==> src/rtl/dw_data_sync_na_rx_fifo.sv <==
// Destination-side receiver for the non-acknowledged data synchronizer.
// Buffers each data_avail_d word in a show-ahead FIFO and counts words lost to overflow.
module dw_data_sync_na_rx_fifo #(
    parameter int width     = 8,
    parameter int depth     = 4,
    parameter int cnt_width = 8
) (
    input  logic                       clk_d,
    input  logic                       rst_d_n,
    input  logic                       init_d_n,
    input  logic                       data_avail_d,
    input  logic [width-1:0]           data_d,
    input  logic                       rd_ready,
    input  logic                       clr_ovf,
    output logic                       rd_valid,
    output logic [width-1:0]           rd_data,
    output logic [$clog2(depth):0]     level,
    output logic                       full,
    output logic                       ovf_flag,
    output logic [cnt_width-1:0]       drop_cnt
);

    localparam int AW    = $clog2(depth);
    localparam int LVL_W = AW + 1;
    localparam logic [LVL_W-1:0] DEPTH_L = LVL_W'(depth);

    logic [width-1:0]     mem_q [depth];
    logic [AW-1:0]        wr_ptr_q, wr_ptr_d;
    logic [AW-1:0]        rd_ptr_q, rd_ptr_d;
    logic [LVL_W-1:0]     level_q, level_d;
    logic                 ovf_q, ovf_d;
    logic [cnt_width-1:0] cnt_q, cnt_d;
    logic                 push, pop, drop;

    assign rd_valid = (level_q != '0);
    assign full     = (level_q == DEPTH_L);
    assign level    = level_q;
    assign ovf_flag = ovf_q;
    assign drop_cnt = cnt_q;
    // Mask the head while empty so the output is deterministic after reset/clear.
    assign rd_data  = rd_valid ? mem_q[rd_ptr_q] : '0;

    assign pop  = rd_valid & rd_ready;
    assign push = data_avail_d & (~full | pop);
    assign drop = data_avail_d & full & ~pop;

    always_comb begin
        wr_ptr_d = wr_ptr_q;
        rd_ptr_d = rd_ptr_q;
        level_d  = level_q;
        ovf_d    = ovf_q;
        cnt_d    = cnt_q;
        if (push) wr_ptr_d = wr_ptr_q + 1'b1;
        if (pop)  rd_ptr_d = rd_ptr_q + 1'b1;
        if (push && !pop)      level_d = level_q + 1'b1;
        else if (pop && !push) level_d = level_q - 1'b1;
        // A drop coinciding with clr_ovf restarts the count at one.
        if (drop) begin
            ovf_d = 1'b1;
            if (clr_ovf)          cnt_d = cnt_width'(1);
            else if (cnt_q != '1) cnt_d = cnt_q + 1'b1;
        end else if (clr_ovf) begin
            ovf_d = 1'b0;
            cnt_d = '0;
        end
        if (!init_d_n) begin
            wr_ptr_d = '0;
            rd_ptr_d = '0;
            level_d  = '0;
            ovf_d    = 1'b0;
            cnt_d    = '0;
        end
    end

    always_ff @(posedge clk_d or negedge rst_d_n) begin
        if (!rst_d_n) begin
            wr_ptr_q <= '0;
            rd_ptr_q <= '0;
            level_q  <= '0;
            ovf_q    <= 1'b0;
            cnt_q    <= '0;
        end else begin
            wr_ptr_q <= wr_ptr_d;
            rd_ptr_q <= rd_ptr_d;
            level_q  <= level_d;
            ovf_q    <= ovf_d;
            cnt_q    <= cnt_d;
        end
    end

    // Storage needs no reset; occupancy tracking alone decides what is valid.
    always_ff @(posedge clk_d) begin
        if (push && init_d_n) mem_q[wr_ptr_q] <= data_d;
    end

endmodule
==> config.mk <==
export PLATFORM = sky130hd
export DESIGN_NAME = dw_data_sync_na_rx_fifo
export DESIGN_NICKNAME = d
export VERILOG_FILES = /design/src/rtl/dw_data_sync_na_rx_fifo.sv
export SDC_FILE = /design/constraint.sdc
export NUM_CORES = 1
export LEC_CHECK = 0
export CORE_UTILIZATION = 45
export CTS_CLUSTER_DIAMETER = 100
export DETAILED_ROUTE_END_ITERATION = 10
export PLACE_DENSITY = 0.8
export SLEW_MARGIN = 15
export SYNTH_ARGS = -nofsm -noshare
export SYNTH_HDL_FRONTEND = slang
export SYNTH_SLANG_ARGS = --single-unit
==> constraint.sdc <==
create_clock -name clk_d -period 1.9 [get_ports clk_d]
set_clock_uncertainty 0.1 [all_clocks]
set_input_delay 0.38 -clock clk_d [delete_from_list [all_inputs] [get_ports clk_d]]
set_output_delay 0.38 -clock clk_d [all_outputs]
set_load 0.005 [all_outputs]
=== Yosys cells after proc, flatten, opt, wreduce, memory -nomap -nowiden ===
Memory sizes are Yosys's and may differ from the RTL's.
Index checks and enable logic that the tools add are counted.

* Logic and storage cells: 50
* RAM bits: 32
* Memories kept: 1
* Register bits after elaboration: 16
* Input bits: 14
* Output and inout port bits: 22

* Reduce and logical (&&, ||, !) cells: 7
* Bitwise operators: 7
* Multiplexer cells: 18
* Add/subtract/negate cells: 5
* Equal/unequal tests: 7

{| class="wikitable"
|+ Memories
! name !! depth !! width !! read ports !! clocked after Yosys merged registers in !! wr ports !! RTL line !! text
|-
| mem_q || 4 || 8 || 1 || 0 || 1 || 27 || <nowiki>logic [width-1:0] mem_q [depth];</nowiki>
|}

{| class="wikitable"
|+ Operators with widths
! kind !! count
|-
| 2-to-1 mux 8 bit || 6
|-
| 2-to-1 mux 3 bit || 3
|-
| != test 3 x 1 -> 1 bit, second input constant || 3
|-
| adder 8 x 1 -> 8 bit, second input constant || 1
|-
| 2-to-1 mux 2 bit || 4
|-
| != test 8 bit, second input constant || 1
|-
| 2-to-1 mux 1 bit || 5
|-
| adder 2 x 1 -> 2 bit, second input constant || 2
|-
| AND 1 bit || 4
|-
| != test 2 x 1 -> 1 bit, second input constant || 2
|-
| adder 3 x 1 -> 3 bit, second input constant || 1
|-
| equality test 3 bit, second input constant || 1
|-
| logical AND 1 bit || 3
|-
| nonzero test 3 bit || 1
|-
| subtractor 3 x 1 -> 3 bit, second input constant || 1
|-
| zero test 1 bit || 2
|-
| inverter 1 bit || 2
|-
| AND reduction 2 bit || 1
|-
| bitwise OR 1 bit || 1
|}

=== Depth between registers and ports, before layout ===
Gate-level depths: netlist (run 1).

* Depth in word-level cells: 9
* Depth in mapped cells: 8
* Gate-level depth less buffers: 7

=== Least setup slack after synthesis (run 1) ===
OpenSTA, ideal clock, no wires.

* Path type: flip-flop to flip-flop
* Start point: register level_q[0] (netlist: level[0])
* End point: register level_q[2] (netlist: level[2])
* Setup time: 65 ps
* Cell stages (with the launch flop): 9
* Data required time: 1735 ps
* Data arrival time: 1771 ps
* Slack: -36 ps
* Period minus slack after synthesis: 1936 ps
* Buffers on the path: 1
* Path through: dfrtp_1 > buf_2 > o21ai_0 > nand2_1 > nor2_1 > fa_1 > or3b_2 > a21oi_1 > o21a_1

* Cells in the longest elaborated chain, start to end: 7
* Elaborated cells between the ends (all ways): 16
* Those cells by class: add/sub (2); eq/ne (2); mux (3); bitwise (4); reduce/logical (5)

{| class="wikitable"
|+ RTL lines
! what !! RTL line !! text
|-
| start: declaration || 30 || <nowiki>logic [LVL_W-1:0] level_q, level_d;</nowiki>
|-
| start signal: assignment || 85 || <nowiki>level_q <= level_d;</nowiki>
|-
| nonzero test 3 bit or equality test 3 bit (tied branches) || 35, 36 ||
|-
| AND 1 bit or inverter 1 bit (tied branches) || 43, 44 ||
|-
| bitwise OR 1 bit || 44 || <nowiki>assign push = data_avail_d & (~full | pop);</nowiki>
|-
| AND 1 bit || 44 ||
|-
| zero test 1 bit or logical AND 1 bit (tied branches) || 56, 55 ||
|-
| logical AND 1 bit or 2-to-1 mux 3 bit (tied branches) || 56, 55 ||
|-
| != test 3 x 1 -> 1 bit (no source line) or 2-to-1 mux 3 bit (tied branches) || -- ||
|}

Parallel ways exist; a longest one is shown, timed or not. The select of a mux whose other input is x is not followed.
A chain may end at the register's enable or synchronous reset.

=== Worst setup path after layout (run 1) ===
* Start point: register rd_ptr_q[0]
* End point: output rd_data[4]

* Cells in the longest elaborated chain, start to end: 2

{| class="wikitable"
|+ RTL lines
! what !! RTL line !! text
|-
| start: declaration || 29 || <nowiki>logic [AW-1:0] rd_ptr_q, rd_ptr_d;</nowiki>
|-
| start signal: assignment || 84 || <nowiki>rd_ptr_q <= rd_ptr_d;</nowiki>
|-
| memory read (4 x 8 bit) || -- ||
|-
| 2-to-1 mux 8 bit || 41 || <nowiki>assign rd_data = rd_valid ? mem_q[rd_ptr_q] : '0;</nowiki>
|-
| end: declaration || 16 || <nowiki>output logic [width-1:0] rd_data,</nowiki>
|}

Every way passes these cells.

==> results.py, run 1 <==
metrics = {
    "logic_synthesis": {
        "synth_seq_cells": 48,
        "synth_ff_type": "edfxtp_1",
        "synth_warnings": 0,
        "ys_seq_area_share_pct": 58.3,
        "synth_edf_count": 32,
        "synth_area_um2": 2330,
        "syn-instance-count": 177,
        "syn_nets": 197,
        "async_flop_share_pct": 33.3,
        "syn_area_per_cell_um2": 13.2,
        "ys_types": 44,
    },
    "worst_setup_path": {
        "worst-r2r-cell-count": 6,
        "worstPathRequired_ns": 1.42,
        "crit_fanout": 3,
        "arrival_ns": 1.69,
        "ff2ff_setup_slack_ns": -0.11,
        "setup.worst_path.class": "register to output pin",
        "crit_path_end_kind": "output pin",
        "r2r_start": "level[0]$_DFFE_PN0P_",
        "r2r-end": "drop_cnt[1]$_DFFE_PN0P_",
        "start_kind": "register",
    },
    "global_route": {
        "grt-busiest-layer": "met2",
        "use_met3_pct": 4.47,
        "use_met2_pct": 32.2,
        "first_global_vias": 1582,
        "grt_overflow_total": 0,
        "antenna_found_initial": 0,
        "grt_max_degree": 17,
        "track_usage_pct": 19.0,
        "grt_pass1_wl_um": 7690,
        "use_met1_pct": 25.1,
    },
    "clocking": {
        "cts_buffer_depth": 2,
        "tritoncts": "done",
        "path_clk_slew_ns": 0.09,
        "htree_levels": 2,
        "clk_latency_ns": 0.30,
        "cts_root_buf": "clkbuf_8",
        "cts_hold_buf": 0,
        "numCtsBuffers": 5,
        "cts_sinks": 48,
    },
    "drt": {
        "drt_iter0_drc": 112,
        "num_vias": 1685,
        "wl_um": 5020,
        "drc_errors": 0,
        "dr.pass1.iters": 4,
        "ant_nets": 0,
        "wire_per_inst_um": 15.8,
        "viasPerCell": 5.32,
    },
    "timing": {
        "hold_viol": 0,
        "setup_slack_ns": -0.270,
        "min_period_over_period_pct": 114,
        "hold_ws_ns": 0.294,
        "setup_viol": 16,
        "grt_setup_unrepaired": "yes",
        "setup_tns_ns": -2.29,
        "drv_slew": 0,
        "worst_slew_pin_slew_ns": 0.388,
        "max_freq_mhz": 461,
        "post-route-min-period_ns": 2.17,
        "relSlewSlack_pct": 74.2,
    },
    "placement": {
        "io_buffers": 35,
        "gp_congestion": 0.835,
        "postPlaceCellArea_um2": 2940,
        "dp.final_hpwl_um": 3170,
    },
    "final_layout": {
        "drive_gt1_share_pct": 40.0,
        "final_nets": 269,
        "finalInstanceArea_um2": 3320,
        "layout_common_cells": "edfxtp_1 (32), buf_4 (25), clkdlybuf4s50_1 (21)",
        "mostFrequentLayoutCell": "edfxtp_1",
        "syn_to_final_growth_pct": 42.2,
        "antenna_cells": 0,
    },
    "outcome": {
        "status": "finished, violations left",
        "violations": "negative setup slack",
    },
    "floorplanning": {
        "initial_core_util_pct": 48.1,
        "std_cell_rows": 25,
        "ios": 36,
        "die_w_um": 74.0,
        "dieArea_um2": 5480,
        "die_h_um": 74.0,
        "core_um2": 4850,
    },
    "run": {
        "maxCapViolCount": 0,
    },
    "hold_path": {
        "hp-class": "input port to async pin",
    },
    "power": {
        "leakage_nw": 1.30,
        "cellPowerDensity_nw_per_um2": 1010,
        "max-vdd-ir-drop_v": 0.000591,
    },
}
==> worst max-delay path: stages (launching register included) <==
cell     delay (ns)
dfrtp_1        0.42
buf_12         0.13
buf_6          0.10
mux4_2         0.48
and2_4         0.15
buf_6          0.11
==> flip-flops by register name, summed over array words and instances (netlist names) <==
signal,cells
ovf_flag,1
drop_cnt,8
mem_q,32
rd_ptr_q,2
level,3
wr_ptr_q,2
==> kinds of logic after synthesis <==
| logic type | after synthesis | synth area share [%] |
|---|---|---|
| AOI/OAI and AO/OA | 29 | 9.44 |
| muxes | 10 | 8.63 |
| adders and majority gates | 6 | 3.54 |
| and+or+nand+nor | 58 | 14.0 |
| buffers and inverters | 21 | 4.18 |
| xor gates and xnor gates | 5 | 1.88 |
| DFF | 48 | 58.3 |
==> timing repair <==
action                                  in CTS  in global routing
resized for setup                           69                 29
endpoints found under the setup margin      53                 55
pin swaps                                   26                 10
gates cloned                                 0                  0
buffers inserted                            12                  2
==> synthesized netlist by cell type, types with 2 or more instances <==
master,number,area (um^2)
buf_2,3,15.0
clkbuf_1,5,18.8
a211oi_1,2,15.0
and2_1,14,87.6
nor3_1,2,10.0
buf_6,2,22.5
dfrtp_1,16,400
a21oi_1,5,25.0
nand2b_1,3,18.8
a31oi_1,2,12.5
nor2_1,12,45.0
mux4_2,8,180
xnor2_1,4,35.0
nand3_1,6,30.0
inv_1,10,37.5
a21boi_0,5,37.5
and3_1,4,25.0
edfxtp_1,32,961
ha_1,5,62.6
o21ai_0,6,30.0
nand2_1,8,30.0
==> cell type report <==
type | instances | area [um^2]
timing repair buffer | 76 | 721
clock buffer | 5 | 68.8
multi-input combinational | 108 | 1030
inverter | 10 | 37.5
clock inverter | 3 | 17.5
fill | 328 | 1530
tap | 67 | 83.8
sequential | 48 | 1360
==> per-stage QoR <==
step	utilization, %	cells	power [mW]	setup slack (ns)
2_1_floorplan	-	177	1.83	-0.0182
3_3_place_gp	60.5	295	2.36	-0.372
3_5_place_dp	60.5	295	2.39	-0.449
4_1_cts	65.8	315	3.25	-0.284
5_1_grt	68.4	317	3.54	-0.333
6_report	68.4	317	3.36	-0.270
==> routing by layer <==
metal / up-vias / wire length, um
met5: - / 0
met4: 0 / 80
met3: 12 / 257
met2: 62 / 2580
met1: 821 / 2100
li1: 790 / -
==> worst max path at each step <==
stage,slack (ns),startpoint,to
after global placement,-0.37,rd_ready,mem_q[1][2]$_DFFE_PP_
final,-0.27,rd_ptr_q[0]$_DFFE_PN0P_,rd_data[4]
after detailed placement,-0.45,rd_ready,mem_q[1][2]$_DFFE_PP_
after CTS,-0.28,rd_ptr_q[0]$_DFFE_PN0P_,rd_data[7]
after floorplan,-0.02,level[0]$_DFFE_PN0P_,level[2]$_DFFE_PN0P_
after global routing,-0.33,rd_ptr_q[0]$_DFFE_PN0P_,rd_data[4]
==> power by group <==
part           switching (mW)  internal [mW]
clock network           0.337          0.257
registers              0.0521           1.19
logic                   0.592          0.936
total                   0.981           2.38
No activity file was read; power rests on OpenSTA's default activity.
==> run 2: changes to the inputs <==
--- a/config.mk
+++ b/config.mk
@@ -9,6 +9,7 @@
 export CTS_CLUSTER_DIAMETER = 100
 export DETAILED_ROUTE_END_ITERATION = 10
 export PLACE_DENSITY = 0.8
+export SKIP_CTS_REPAIR_TIMING = 1
 export SLEW_MARGIN = 15
 export SYNTH_ARGS = -nofsm -noshare
 export SYNTH_HDL_FRONTEND = slang
==> run 2 against run 1 <==
Compared with the run above:
- fmax is 3.3% lower
- largest cell class unchanged
- register-to-register slack about the same
- via count fell by 0.42%
- worst setup slack worse by 0.074 ns
- first-iteration DRC count fell by 4.5%
- critical path type unchanged
- worst hold slack worse by 0.0097 ns
- the flow still finishes with violations (negative setup slack)
- global-route usage is 1.4 points lower
==> results.py, run 2 (synthesized netlist as in run 1, its figures left out) <==
metrics = {
    "outcome": {
        "status": "finished, violations left",
        "violations": "negative setup slack",
    },
    "drt": {
        "drc_errors": 0,
        "ant_nets": 0,
        "maxUsedRoutingLayer": "met4",
        "dr.pass1.iters": 4,
        "routedLengthMet1_um": 2070,
        "wl_um": 4870,
        "viasPerCell": 5.33,
        "met3_length_um": 252,
        "num_vias": 1678,
        "wl_met2_um": 2440,
        "drt_iter0_drc": 107,
        "wire_per_inst_um": 15.5,
    },
    "worst_setup_path": {
        "startpoint": "rd_ptr_q[0]$_DFFE_PN0P_",
        "worstPathRequired_ns": 1.42,
        "cp_slowest_stage_delay_ns": 0.41,
        "crit_end": "rd_data[4]",
        "crit_fanout": 4,
        "crit_chain": "buf_6 -> buf_12 -> buf_4 -> mux4_2 -> and2_4 -> buf_6",
        "worst-r2r-cell-count": 6,
        "r2r_start": "level[0]$_DFFE_PN0P_",
        "setup.worst_path.class": "register to output pin",
        "arrival_ns": 1.76,
        "start_kind": "register",
        "crit_path_end_kind": "output pin",
        "r2r-end": "drop_cnt[1]$_DFFE_PN0P_",
        "ff2ff_setup_slack_ns": -0.10,
        "cp_slowest_cell": "dfrtp_1",
        "cpMostUsedCell": "buf_6",
    },
    "floorplanning": {
        "die_w_um": 74.0,
        "dieArea_um2": 5480,
        "die_h_um": 74.0,
        "std_cell_rows": 25,
        "ios": 36,
        "core_um2": 4850,
        "initial_core_util_pct": 48.1,
    },
    "power": {
        "max-vdd-ir-drop_v": 0.000516,
        "leakage_nw": 1.32,
        "cellPowerDensity_nw_per_um2": 995,
    },
    "placement": {
        "place_ws_ns": -0.449,
        "gp_congestion": 0.835,
        "postPlaceCellArea_um2": 2940,
        "dp.final_hpwl_um": 3170,
        "io_buffers": 35,
        "dp_cells": 295,
    },
    "final_layout": {
        "mostFrequentLayoutCell": "edfxtp_1",
        "antenna_cells": 0,
        "largest_reg_flops": 32,
        "regMostFlops": "mem_q",
        "postLayoutCoreUtil_pct": 67.1,
        "syn_to_final_growth_pct": 39.4,
        "layout_common_cells": "edfxtp_1 (32), buf_4 (29), clkdlybuf4s50_1 (22)",
        "final_cells": 315,
        "drive_gt1_share_pct": 37.9,
        "finalInstanceArea_um2": 3250,
        "fill_cells": 330,
        "final_nets": 267,
    },
    "hold_path": {
        "hp-class": "input port to async pin",
    },
    "clocking": {
        "clk_latency_ns": 0.30,
        "numCtsBuffers": 5,
        "htree_levels": 2,
        "cts_buffer_depth": 2,
        "cts_sinks": 48,
        "path_clk_slew_ns": 0.09,
        "tritoncts": "done",
        "cts_root_buf": "clkbuf_8",
    },
    "timing": {
        "min_period_over_period_pct": 118,
        "hold_viol": 0,
        "post-route-min-period_ns": 2.24,
        "relSlewSlack_pct": 69.4,
        "hold_ws_ns": 0.284,
        "drv_slew": 0,
        "setup_viol": 18,
        "max_freq_mhz": 446,
        "setup_slack_ns": -0.344,
        "worst_slew_pin_slew_ns": 0.458,
        "grt_setup_unrepaired": "yes",
    },
    "global_route": {
        "grt_pass1_wl_um": 7200,
        "grt_max_degree": 17,
        "grt_overflow_total": 0,
        "first_global_vias": 1512,
        "track_usage_pct": 17.7,
        "antenna_found_initial": 0,
    },
    "run": {
        "maxCapViolCount": 0,
    },
}
## run 2: per-layer routing
metal | vias up | GRT usage (%)
met1 | 826 | 22.9
met3 | 11 | 4.61
li1 | 792 | -
met4 | 0 | 3.63
met5 | - | 0
met2 | 49 | 30.1
## run 2: worst min-delay path by stage
stage	start	end	slack, ns	cells after the start
after floorplan	rst_d_n	drop_cnt[0]$_DFFE_PN0P_	-0.02	0
after global placement	drop_cnt[6]$_DFFE_PN0P_	drop_cnt[6]$_DFFE_PN0P_	0.40	1
after detailed placement	drop_cnt[6]$_DFFE_PN0P_	drop_cnt[6]$_DFFE_PN0P_	0.39	1
after CTS	rst_d_n	drop_cnt[2]$_DFFE_PN0P_	0.29	2
after global routing	rst_d_n	rd_ptr_q[1]$_DFFE_PN0P_	0.30	2
final	rst_d_n	drop_cnt[4]$_DFFE_PN0P_	0.28	2
## run 2: critical path: cells and delay by family (launching register included)
kind                   cells  cell delay [ns]
buffers and inverters      4             0.49
DFF                        1             0.41
muxes                      1             0.41
and+or+nand+nor            1             0.15
## run 2: report_power, final
| part | total [mW] | switching [mW] | internal, mW | leakage, nW |
|---|---|---|---|---|
| Clock | 0.602 | 0.344 | 0.257 | 0.0460 |
| Sequential | 1.23 | 0.0468 | 1.19 | 0.508 |
| Combinational | 1.40 | 0.551 | 0.852 | 0.770 |
| Total | 3.24 | 0.942 | 2.30 | 1.32 |
## run 2: through the flow
step | setup TNS (ns) | total power [mW]
global route | -5.68 | 3.42
CTS | -8.95 | 2.98
floorplan | -0.0182 | 1.83
detailed placement | -18.17 | 2.39
global placement | -16.46 | 2.36
finish | -2.36 | 3.24
## run 2: final cells by class
cell class | count | area (um^2) | area share, %
clock inverter | 3 | 17.5 | 0.538
clock buffer | 5 | 68.8 | 2.12
timing repair buffer | 74 | 692 | 21.3
tap | 67 | 83.8 | 2.58
sequential | 48 | 1360 | 41.9
multi-input combinational | 108 | 991 | 30.5
inverter | 10 | 37.5 | 1.15
==> run 3: changes to the inputs <==
--- a/config.mk
+++ b/config.mk
@@ -5,10 +5,11 @@
 export SDC_FILE = /design/constraint.sdc
 export NUM_CORES = 1
 export LEC_CHECK = 0
-export CORE_UTILIZATION = 45
+export CORE_UTILIZATION = 48
 export CTS_CLUSTER_DIAMETER = 100
 export DETAILED_ROUTE_END_ITERATION = 10
-export PLACE_DENSITY = 0.8
+export HOLD_SLACK_MARGIN = 0.1
+export PLACE_DENSITY = 0.84
 export SKIP_CTS_REPAIR_TIMING = 1
 export SLEW_MARGIN = 15
 export SYNTH_ARGS = -nofsm -noshare
==> run 3 against run 2 <==
Compared with the run above:
- final cell count down 5.4%
- register-to-register slack better by 0.03 ns
- count of clock-buffer cells in the layout increased by 2
- the run still ends with negative setup slack left
- worst hold slack improved by 0.012 ns
- global-route usage is 1.7 points higher
- sequential cell count did not move
- critical path type unchanged
- first-iteration DRC count is 41% lower
- sequential share of layout area decreased by 0.19 points
- core utilization grew 2.6 points
==> results.py, run 3 (synthesized netlist as in run 1, its figures left out) <==
metrics = {
    "outcome": {
        "status": "finished, violations left",
        "violations": "negative setup slack",
    },
    "timing": {
        "worst_slew_pin_slew_ns": 0.395,
        "drv_slew": 0,
        "hold_viol": 0,
        "post-route-min-period_ns": 2.26,
        "grt_setup_unrepaired": "yes",
        "relSlewSlack_pct": 73.7,
        "setup_slack_ns": -0.359,
        "max_freq_mhz": 443,
        "setup_viol": 12,
        "min_period_over_period_pct": 119,
    },
    "final_layout": {
        "syn_to_final_growth_pct": 40.2,
        "mostFrequentLayoutCell": "edfxtp_1",
        "finalInstanceArea_um2": 3270,
        "largest_reg_flops": 32,
        "fill_cells": 316,
        "layout_common_cells": "edfxtp_1 (32), clkdlybuf4s50_1 (21), buf_4 (21)",
        "drive_gt1_share_pct": 36.1,
        "regMostFlops": "mem_q",
        "final_nets": 263,
        "antenna_cells": 0,
    },
    "floorplanning": {
        "std_cell_rows": 25,
        "ios": 36,
        "initial_core_util_pct": 49.7,
        "die_w_um": 71.7,
        "core_um2": 4690,
        "dieArea_um2": 5140,
        "die_h_um": 71.7,
    },
    "power": {
        "p_int_mw": 2.39,
        "comb_power_share_pct": 43.9,
        "cellPowerDensity_nw_per_um2": 1020,
        "p_sw_mw": 0.959,
        "power_frac_clock_pct": 19.1,
        "p_seq_share_pct": 37.0,
        "max-vdd-ir-drop_v": 0.000594,
        "leakage_nw": 1.32,
        "switching_share_pct": 28.7,
    },
    "worst_setup_path": {
        "worstPathRequired_ns": 1.42,
        "startpoint": "rd_ptr_q[0]$_DFFE_PN0P_",
        "worst-r2r-cell-count": 6,
        "start_kind": "register",
        "crit_path_end_kind": "output pin",
        "r2r-end": "drop_cnt[1]$_DFFE_PN0P_",
        "crit_fanout": 3,
        "crit_end": "rd_data[7]",
        "r2r_start": "level[1]$_DFFE_PN0P_",
        "ff2ff_setup_slack_ns": -0.07,
        "arrival_ns": 1.78,
        "setup.worst_path.class": "register to output pin",
    },
    "drt": {
        "dr.pass1.iters": 4,
        "wl_um": 4910,
        "drt_iter0_drc": 63,
        "wire_per_inst_um": 16.5,
        "drc_errors": 0,
        "viasPerCell": 5.53,
        "ant_nets": 0,
        "num_vias": 1648,
    },
    "clocking": {
        "clk_latency_ns": 0.30,
        "htree_levels": 2,
        "numCtsBuffers": 5,
        "tritoncts": "done",
        "cts_root_buf": "clkbuf_8",
        "cts_sinks": 48,
        "path_clk_slew_ns": 0.09,
        "cts_buffer_depth": 2,
    },
    "hold_path": {
        "hp-class": "input port to async pin",
    },
    "global_route": {
        "grt_overflow_total": 0,
        "track_usage_pct": 19.3,
        "antenna_found_initial": 0,
        "grt_max_degree": 17,
        "grt_pass1_wl_um": 7470,
        "first_global_vias": 1551,
    },
    "placement": {
        "io_buffers": 35,
        "gp_congestion": 0.809,
        "place_ws_ns": -0.510,
        "dp.final_hpwl_um": 3060,
        "postPlaceCellArea_um2": 2850,
    },
    "run": {
        "maxCapViolCount": 0,
    },
}
==> run 3: cell types whose count changed in the layout (fill, tap and decap cells not counted), moves of 2 or more <==
cell | previous run | this run
buf_4 | 29 | 21
buf_6 | 9 | 15
nor2_2 | 4 | 1
nor2_4 | 3 | 6
clkbuf_2 | 5 | 3
o21ai_2 | 2 | 0
==> run 3: how the worst min path moves through the flow <==
stage                            startpoint                 endpoint  slack [ns]  depth (start not counted)
floorplan                           rst_d_n  drop_cnt[0]$_DFFE_PN0P_       -0.02                          0
finish                              rst_d_n     level[2]$_DFFE_PN0P_        0.30                          2
global route                        rst_d_n  drop_cnt[0]$_DFFE_PN0P_        0.31                          2
detailed placement  drop_cnt[6]$_DFFE_PN0P_  drop_cnt[6]$_DFFE_PN0P_        0.40                          1
CTS                                 rst_d_n     level[2]$_DFFE_PN0P_        0.30                          2
global placement    drop_cnt[6]$_DFFE_PN0P_  drop_cnt[6]$_DFFE_PN0P_        0.39                          1
==> run 3: worst max-delay path, stage by stage, from the launching register on <==
cell	delay, ns
dfrtp_2	0.44
buf_6	0.12
clkbuf_16	0.14
buf_6	0.11
mux4_2	0.42
and2_4	0.15
buf_6	0.10
==> run 3: metal layers <==
metal | share of wire (%) | wire [um] | track usage, % | vias to the layer above
met4 | 1.1 | 54 | 5.88 | 0
li1 | - | - | - | 776
met2 | 52 | 2570 | 32.7 | 53
met3 | 5.2 | 253 | 4.78 | 7
met5 | 0 | 0 | 0 | -
met1 | 41 | 2030 | 24.7 | 812
==> run 3: metrics by stage <==
step	util (%)	hold slack, ns	setup TNS, ns	instances	power (mW)
finish	69.7	0.295	-2.31	298	3.35
global route	69.7	0.314	-3.19	298	3.52
CTS	62.8	0.300	-10.32	283	2.96
detailed placement	60.8	0.403	-21.04	275	2.33
global placement	60.8	0.395	-16.66	275	2.31
floorplan	-	-0.0156	-0.0182	177	1.83
==> run 3: power by group through the flow <==
stage	Sequential [mW]	Combinational (mW)	Clock, mW
finish	1.24	1.47	0.638
floorplan	1.24	0.592	0
CTS	1.23	1.08	0.650
global route	1.25	1.59	0.689
detailed placement	1.25	1.08	0
global placement	1.25	1.06	0
==> run 3: area by class of cell <==
class	instances	area, um^2	area share [%]
repair buffers	70	697	21.3
clock buffers	7	86.3	2.64
inverters	10	37.5	1.15
flip-flops and latches	48	1360	41.7
multi-input cells	108	1010	30.9
clock inverters	1	7.51	0.230
well taps	54	67.6	2.07
